[src/rtl/imm_encoder.sv]
// imm_encoder: two-stage RV32I immediate encoder.
// Takes a signed immediate, a format select (ImmSrc) and a template instruction.
// It scatters the immediate into the I/S/B/U/J field positions and flags range,
// alignment and format violations for each item.
// Valid/ready stream in and out, with two-cycle latency and one item per cycle.
// Optional build macro: IMM_ENCODER_SELFCHECK_EN. When it is defined, stage 2
// re-decodes each packed instruction and raises a sticky selfcheck_err if the
// decoded value differs from the captured immediate on an error-free item.
module imm_encoder #(
    parameter int DATA_WIDTH = 32,
    parameter int ERR_CNT_W  = 8
) (
    input  logic                  clk,
    input  logic                  rst_n,
    input  logic                  in_valid,
    output logic                  in_ready,
    input  logic [DATA_WIDTH-1:0] imm,
    input  logic [2:0]            ImmSrc,
    input  logic [DATA_WIDTH-1:0] base_instr,
    output logic                  out_valid,
    input  logic                  out_ready,
    output logic [DATA_WIDTH-1:0] instr_out,
    output logic [2:0]            err,
    output logic [ERR_CNT_W-1:0]  err_count,
    output logic                  selfcheck_err
);

    localparam logic [2:0] SRC_I = 3'b000;
    localparam logic [2:0] SRC_S = 3'b001;
    localparam logic [2:0] SRC_B = 3'b010;
    localparam logic [2:0] SRC_U = 3'b011;
    localparam logic [2:0] SRC_J = 3'b100;

    // Lowest bit of the sign-extension region for each range-checked format:
    // index 0 = I/S (12-bit), 1 = B (13-bit), 2 = J (21-bit).
    localparam int RANGE_LOW [3] = '{11, 12, 20};

    // Stage 1 state
    logic                  s1_valid;
    logic [DATA_WIDTH-1:0] s1_imm;
    logic [2:0]            s1_src;
    logic [DATA_WIDTH-1:0] s1_base;
    logic [2:0]            s1_err;

    // Stage 2 state
    logic                  s2_valid;
    logic [DATA_WIDTH-1:0] instr_reg;
    logic [2:0]            err_reg;
    logic [ERR_CNT_W-1:0]  err_count_reg;

    // Handshake and combinational helpers
    logic                  s2_load;
    logic [2:0]            upper_fits;
    logic [2:0]            in_err;
    logic [DATA_WIDTH-1:0] packed_instr;

    // Stage 2 takes a new item whenever it is empty or its item is leaving;
    // stage 1 advances on the same condition, so a full pipe streams freely.
    assign s2_load  = !s2_valid || out_ready;
    assign in_ready = !s1_valid || s2_load;

    assign out_valid = s2_valid;
    assign instr_out = instr_reg;
    assign err       = err_reg;
    assign err_count = err_count_reg;

    // An immediate fits a format when every bit from the format's sign bit
    // upward is identical (all zeros or all ones).
    genvar gi;
    generate
        for (gi = 0; gi < 3; gi++) begin : g_range
            assign upper_fits[gi] = (&imm[DATA_WIDTH-1:RANGE_LOW[gi]]) |
                                    ~(|imm[DATA_WIDTH-1:RANGE_LOW[gi]]);
        end
    endgenerate

    // Classify the incoming item: err = {fmt_err, align_err, range_err}.
    always_comb begin
        in_err = 3'b000;
        case (ImmSrc)
            SRC_I, SRC_S: begin
                in_err[0] = !upper_fits[0];
            end
            SRC_B: begin
                in_err[0] = !upper_fits[1];
                in_err[1] = imm[0];
            end
            SRC_U: begin
                in_err[1] = |imm[11:0];
            end
            SRC_J: begin
                in_err[0] = !upper_fits[2];
                in_err[1] = imm[0];
            end
            default: begin
                in_err[2] = 1'b1;
            end
        endcase
    end

    // Stage 1: capture the item and its error flags when the pipe can advance.
    always_ff @(posedge clk) begin
        if (!rst_n) begin
            s1_valid <= 1'b0;
            s1_imm   <= '0;
            s1_src   <= '0;
            s1_base  <= '0;
            s1_err   <= '0;
        end else if (in_ready) begin
            s1_valid <= in_valid;
            if (in_valid) begin
                s1_imm  <= imm;
                s1_src  <= ImmSrc;
                s1_base <= base_instr;
                s1_err  <= in_err;
            end
        end
    end

    // Scatter the captured immediate into the template. Out-of-range
    // immediates simply lose their upper bits; illegal formats pass the
    // template through untouched.
    always_comb begin
        packed_instr = s1_base;
        case (s1_src)
            SRC_I: begin
                packed_instr[31:20] = s1_imm[11:0];
            end
            SRC_S: begin
                packed_instr[31:25] = s1_imm[11:5];
                packed_instr[11:7]  = s1_imm[4:0];
            end
            SRC_B: begin
                packed_instr[31]    = s1_imm[12];
                packed_instr[30:25] = s1_imm[10:5];
                packed_instr[11:8]  = s1_imm[4:1];
                packed_instr[7]     = s1_imm[11];
            end
            SRC_U: begin
                packed_instr[31:12] = s1_imm[31:12];
            end
            SRC_J: begin
                packed_instr[31]    = s1_imm[20];
                packed_instr[30:21] = s1_imm[10:1];
                packed_instr[20]    = s1_imm[11];
                packed_instr[19:12] = s1_imm[19:12];
            end
            default: begin
            end
        endcase
    end

    // Stage 2: output register. Data only changes when a real item arrives,
    // so instr_out/err stay put while the consumer stalls.
    always_ff @(posedge clk) begin
        if (!rst_n) begin
            s2_valid  <= 1'b0;
            instr_reg <= '0;
            err_reg   <= '0;
        end else if (s2_load) begin
            s2_valid <= s1_valid;
            if (s1_valid) begin
                instr_reg <= packed_instr;
                err_reg   <= s1_err;
            end
        end
    end

    // Count delivered items that carry any error flag; hold at all-ones.
    always_ff @(posedge clk) begin
        if (!rst_n) begin
            err_count_reg <= '0;
        end else if (s2_valid && out_ready && (err_reg != 3'b000) && !(&err_count_reg)) begin
            err_count_reg <= err_count_reg + 1'b1;
        end
    end

`ifdef IMM_ENCODER_SELFCHECK_EN
    logic [DATA_WIDTH-1:0] decoded;
    logic                  mismatch;
    logic                  selfcheck_reg;

    // Re-decode the packed word exactly as the core does (sign-extended,
    // B/J with an implied zero LSB) and compare against the original.
    always_comb begin
        decoded = '0;
        case (s1_src)
            SRC_I: decoded = {{20{packed_instr[31]}}, packed_instr[31:20]};
            SRC_S: decoded = {{20{packed_instr[31]}}, packed_instr[31:25], packed_instr[11:7]};
            SRC_B: decoded = {{19{packed_instr[31]}}, packed_instr[31], packed_instr[7],
                              packed_instr[30:25], packed_instr[11:8], 1'b0};
            SRC_U: decoded = {packed_instr[31:12], 12'b0};
            SRC_J: decoded = {{11{packed_instr[31]}}, packed_instr[31], packed_instr[19:12],
                              packed_instr[20], packed_instr[30:21], 1'b0};
            default: decoded = '0;
        endcase
        mismatch = s1_valid && (s1_err == 3'b000) && (decoded != s1_imm);
    end

    // Sticky flag, loaded alongside the stage 2 item it describes.
    always_ff @(posedge clk) begin
        if (!rst_n) begin
            selfcheck_reg <= 1'b0;
        end else if (s2_load && mismatch) begin
            selfcheck_reg <= 1'b1;
        end
    end

    assign selfcheck_err = selfcheck_reg;
`else
    assign selfcheck_err = 1'b0;
`endif

endmodule
[config.mk]
export PLATFORM = sky130hd
export DESIGN_NAME = imm_encoder
export DESIGN_NICKNAME = d
export VERILOG_FILES = /design/src/rtl/imm_encoder.sv
export SDC_FILE = /design/constraint.sdc
export NUM_CORES = 1
export LEC_CHECK = 0
export ABC_AREA = 0
export CORE_MARGIN = 2
export CORE_UTILIZATION = 49
export DETAILED_ROUTE_END_ITERATION = 6
export MAX_ROUTING_LAYER = met4
export PLACE_DENSITY = 0.8
export SLEW_MARGIN = 15
export SYNTH_ARGS = -nofsm -noshare
export SYNTH_HDL_FRONTEND = slang
export SYNTH_SLANG_ARGS = --single-unit
[constraint.sdc]
create_clock -name clk -period 2.19 [get_ports clk]
set_input_delay 0.657 -clock clk [delete_from_list [all_inputs] [get_ports clk]]
set_output_delay 0.657 -clock clk [all_outputs]
set_load 0.05 [all_outputs]
==> reports/metrics.sh, run 1 <==
DRT-PASS1-ITER-COUNT=5
PLACE.PORT_BUFFERS=115
PATH_DELAY_FAMILY='buffers and inverters'
GP_ROUTABILITY_CONGESTION=0.890
FMAX_MHz=476
MAXUSEDROUTINGLAYER='met4'
ARRIVAL_NS=1.44
FINALHOLDVIOLCOUNT=0
PEAKVDDDROP_mV=0.552
WORST_SETUP_PATH_END_KIND='output pin'
CLKSINKCOUNT=115
COMMONEST_NON_FILL_NON_TAP_CELL_IN_THE_LAYOUT='sky130_fd_sc_hd__nand2_1'
DETAILEDPLACEMENTHPWL_MM=9.09
YS_SEQ_AREA_SHARE_PCT=49.6
FLOORPLAN.DIE.HEIGHT_UM=101
CRITPATHMAXFANOUT=4
WORSTPATHBUFFERINVERTERCOUNT=1
WORST_HOLD_PATH.NUM_CELLS=2
DRIVE_ABOVE_1_SHARE_PCT=11.3
RR_ENDPOINT='instr_out[13]'
SYNTH_ENABLE_FLOP_CELLS=0
FILL_CELLS=706
CTS-BUFFERS-INSERTED=17
GRT_MAX_DEGREE=44
SYNTH_COMPOUND_GATE_AREA_SHARE_PCT=17.8
ROWS=35
DR_WL_MET2_MM=6.35
DRT_DRC_VIOLATIONS_LEFT=0
DRV_SLEW=0
CTS_HTREE_LEVELS=4
SYN_NETS=653
FINAL_NETS=769
RR_WORST_DEPTH=5
SYNTHESIS.AREA_UM2=4640
WORST_R2R_STARTPOINT='s1_src[0]'
SYNTH_XOR_AREA_SHARE_PCT=1.13
CRITPATHLAUNCH='err_count[1]'
POST-PLACE-WS_NS=-0.107
ROUTED_WL_MET3_UM=870
CORE-AREA_UM2=9200
TIMING.MAX_CAP.VIOLATIONS=0
DIE-AREA_UM2=10300
FINALWORSTSETUPSLACK_NS=0.0910
WL_MM=12.7
STATIC-LEAKAGE-POWER_nW=2.63
ASYNC_FLOP_SHARE_PCT=0
YS.WARNINGS.COUNT=0
VIAS_PER_CELL=5.53
YOSYS-MUX-AREA-FRACTION_PCT=3.23
CELL_BY_CELL_TRACE_OF_THE_CRITICAL_PATH='dlygate4sd2_1'
REG2REG_SLACK_NS=0.36
CELLPOWERDENSITY_nW_PER_UM2=869
FIRST_GLOBAL_VIAS=4341
TIMING.HOLD.WORST.CLASS='register to register'
CLK_LATENCY_NS=0.52
OVERALL_FRACTION_OF_GLOBAL_ROUTE_TRACKS_IN_USE_PCT=26.0
CRITPATHMAXSTAGEDELAY_NS=0.54
SETUP_VIOL_COUNT_FINAL=0
CLOCK_TREE_FROM_TRITONCTS='yes'
CPMAXSTAGEDELAYCELL='sky130_fd_sc_hd__dlygate4sd2_1'
CP_DATA_REQUIRED_TIME_NS=1.53
SYNTH_TOP_FAMILY_BY_AREA='simple AND/OR/NAND/NOR gates'
SYNTH_ADDER_AREA_SHARE_PCT=0.269
WORSTSETUPENDPOINT='err_count[1]'
SETUP.WORST_PATH.CLASS='register to output pin'
RUN_STATUS='complete, no violations'
FINAL_ANTENNA_NET_COUNT=0
NUM_IO_PINS=117
CLOCK_TREE.ROOT_CELL='sky130_fd_sc_hd__clkbuf_8'
FIN_UTIL_PCT=70.8
MAX-CLOCK-PATH-BUFFERS=2
SYNTHTOLAYOUTAREAGROWTH_PCT=40.2
YS_SEQ_ELEMENTS=115
YS.FLOP_TYPE='sky130_fd_sc_hd__dfxtp_1'
GRT_FIRST_PASS_WIRELENGTH_MM=20.3
FINAL_MIN_PERIOD_OVER_CLOCK_PERIOD_PCT=95.8
POST_SYNTHESIS_CELLS=581
TRANSITION_TIME_OF_THE_TIGHTEST_SLEW_CHECK_PIN_NS=0.502
CRITICAL_PATH_CELL_COUNT=1
SLEW_HEADROOM_PCT=66.2
POST-ROUTE-MIN-PERIOD_NS=2.10
FINAL_CELL_MIX='sky130_fd_sc_hd__nand2_1, sky130_fd_sc_hd__dfxtp_1, sky130_fd_sc_hd__a21oi_1'
DIE-WIDTH_UM=101
STARTPOINT_OF_THE_TIGHTEST_HOLD_CHECK_PATH='s1_base[6]'
DRT-INITIAL-DRC-COUNT=247
ANTENNA_FOUND_INITIAL=0
YOSYS.AREA_SHARE.SIMPLE_PCT=23.3
WIRE_PER_INST_UM=15.4
ROUTED-VIA-COUNT=4540
SYN-MEAN-INSTANCE-AREA_UM2=7.99
ROUTE.LAYER.MET1.WL_MM=5.23
INITIAL_UTILIZATION_PCT=50.5
RSZ_0062_RAISED_AFTER_GLOBAL_ROUTING='false'
CLKTRANSATPATHREGS_NS=0.06
POST_SYNTH_NUM_CELL_TYPES=42
OVERFLOW=0
NUM_ANTENNA_CELLS=0
CRIT_PATH_START_KIND='register'
SKEW_NS=0.00956
## how the worst min path moves through the flow
stage / to / slack, ns
finish: instr_out[6] / 0.45
global route: s1_base[20] / 0.47
CTS: instr_out[6] / 0.45
detailed placement: s1_base[16] / 0.45
global placement: instr_out[0] / 0.44
floorplan: err[1] / 0.43
## timing repair
item | 4_1_cts | 5_1_grt
setup buffers | 1 | 0
resized for setup | 30 | 1
setup endpoints to repair | 31 | 1
hold buffers | 0 | 0
pin swaps | 0 | 0
## stage by stage
step / hold WS [ns] / total power, mW / area (um^2) / std cells / TNS (ns)
2_1_floorplan: 0.429 / 2.70 / 4640 / 581 / 0
3_3_place_gp: 0.440 / 3.00 / 5950 / 788 / -0.346
3_5_place_dp: 0.446 / 3.02 / 5950 / 788 / -1.88
4_1_cts: 0.454 / 5.66 / 6500 / 821 / 0
5_1_grt: 0.471 / 5.85 / 6510 / 821 / 0
6_report: 0.451 / 5.65 / 6510 / 821 / 0
## layout make-up
class | instances | area [um^2] | share of cell area [%]
sequential | 115 | 2300 | 35.4
inverter | 5 | 18.8 | 0.288
multi-input combinational | 422 | 2130 | 32.7
tap | 111 | 139 | 2.13
clock buffer | 18 | 418 | 6.42
timing repair buffer | 136 | 1340 | 20.5
clock inverter | 14 | 164 | 2.52
## synthesized netlist by cell type, types with 2 or more instances
cell type	count	area [um^2]
sky130_fd_sc_hd__nand3_1	6	30.0
sky130_fd_sc_hd__or3_1	7	43.8
sky130_fd_sc_hd__buf_4	4	30.0
sky130_fd_sc_hd__a221oi_1	5	43.8
sky130_fd_sc_hd__o21ai_2	3	26.3
sky130_fd_sc_hd__and2_1	2	12.5
sky130_fd_sc_hd__a211oi_1	12	90.1
sky130_fd_sc_hd__inv_1	4	15.0
sky130_fd_sc_hd__nor3_1	6	30.0
sky130_fd_sc_hd__buf_2	17	85.1
sky130_fd_sc_hd__xnor2_1	5	43.8
sky130_fd_sc_hd__mux2i_1	15	150
sky130_fd_sc_hd__nand4b_1	2	17.5
sky130_fd_sc_hd__o21ai_0	9	45.0
sky130_fd_sc_hd__buf_6	2	22.5
sky130_fd_sc_hd__clkbuf_1	15	56.3
sky130_fd_sc_hd__nor2_1	31	116
sky130_fd_sc_hd__nor4_1	8	50.1
sky130_fd_sc_hd__nand2_1	175	657
sky130_fd_sc_hd__nand3b_1	3	22.5
sky130_fd_sc_hd__nor2_4	2	22.5
sky130_fd_sc_hd__a21oi_1	102	510
sky130_fd_sc_hd__dfxtp_1	115	2300
sky130_fd_sc_hd__nand4_1	6	37.5
sky130_fd_sc_hd__o22ai_1	6	37.5
sky130_fd_sc_hd__o211ai_1	3	22.5
## power by group
part           internal (mW)  switching, mW
Clock                   1.72          0.965
Sequential              2.20         0.0783
Combinational          0.290          0.396
Total                   4.21           1.44
## cells by family (layout without fill, tap and decap cells)
group | after synthesis | in the layout
other | 1 | 1
AND/OR/NAND/NOR | 254 | 254
buffers and inverters | 44 | 173
adder cells (fa/ha/maj) | 1 | 1
multiplexers | 15 | 15
XOR/XNOR | 6 | 6
AO/OA/AOI/OAI | 145 | 145
flip-flops | 115 | 115
## per-layer routing
metal	track usage (%)	vias up
met5	-	-
met4	9.36	0
met3	6.56	20
met2	41.9	177
met1	31.6	2127
li1	-	2216
(Power assumes the default switching activity.)
==> run 2: changes to the inputs <==
--- a/config.mk
+++ b/config.mk
@@ -9,6 +9,7 @@
 export CORE_MARGIN = 2
 export CORE_UTILIZATION = 49
 export DETAILED_ROUTE_END_ITERATION = 6
+export GPL_ROUTABILITY_DRIVEN = 1
 export MAX_ROUTING_LAYER = met4
 export PLACE_DENSITY = 0.8
 export SLEW_MARGIN = 15
==> results of run 2 <==
No change in the layout: final DEF, timing and power equal those of run 1.
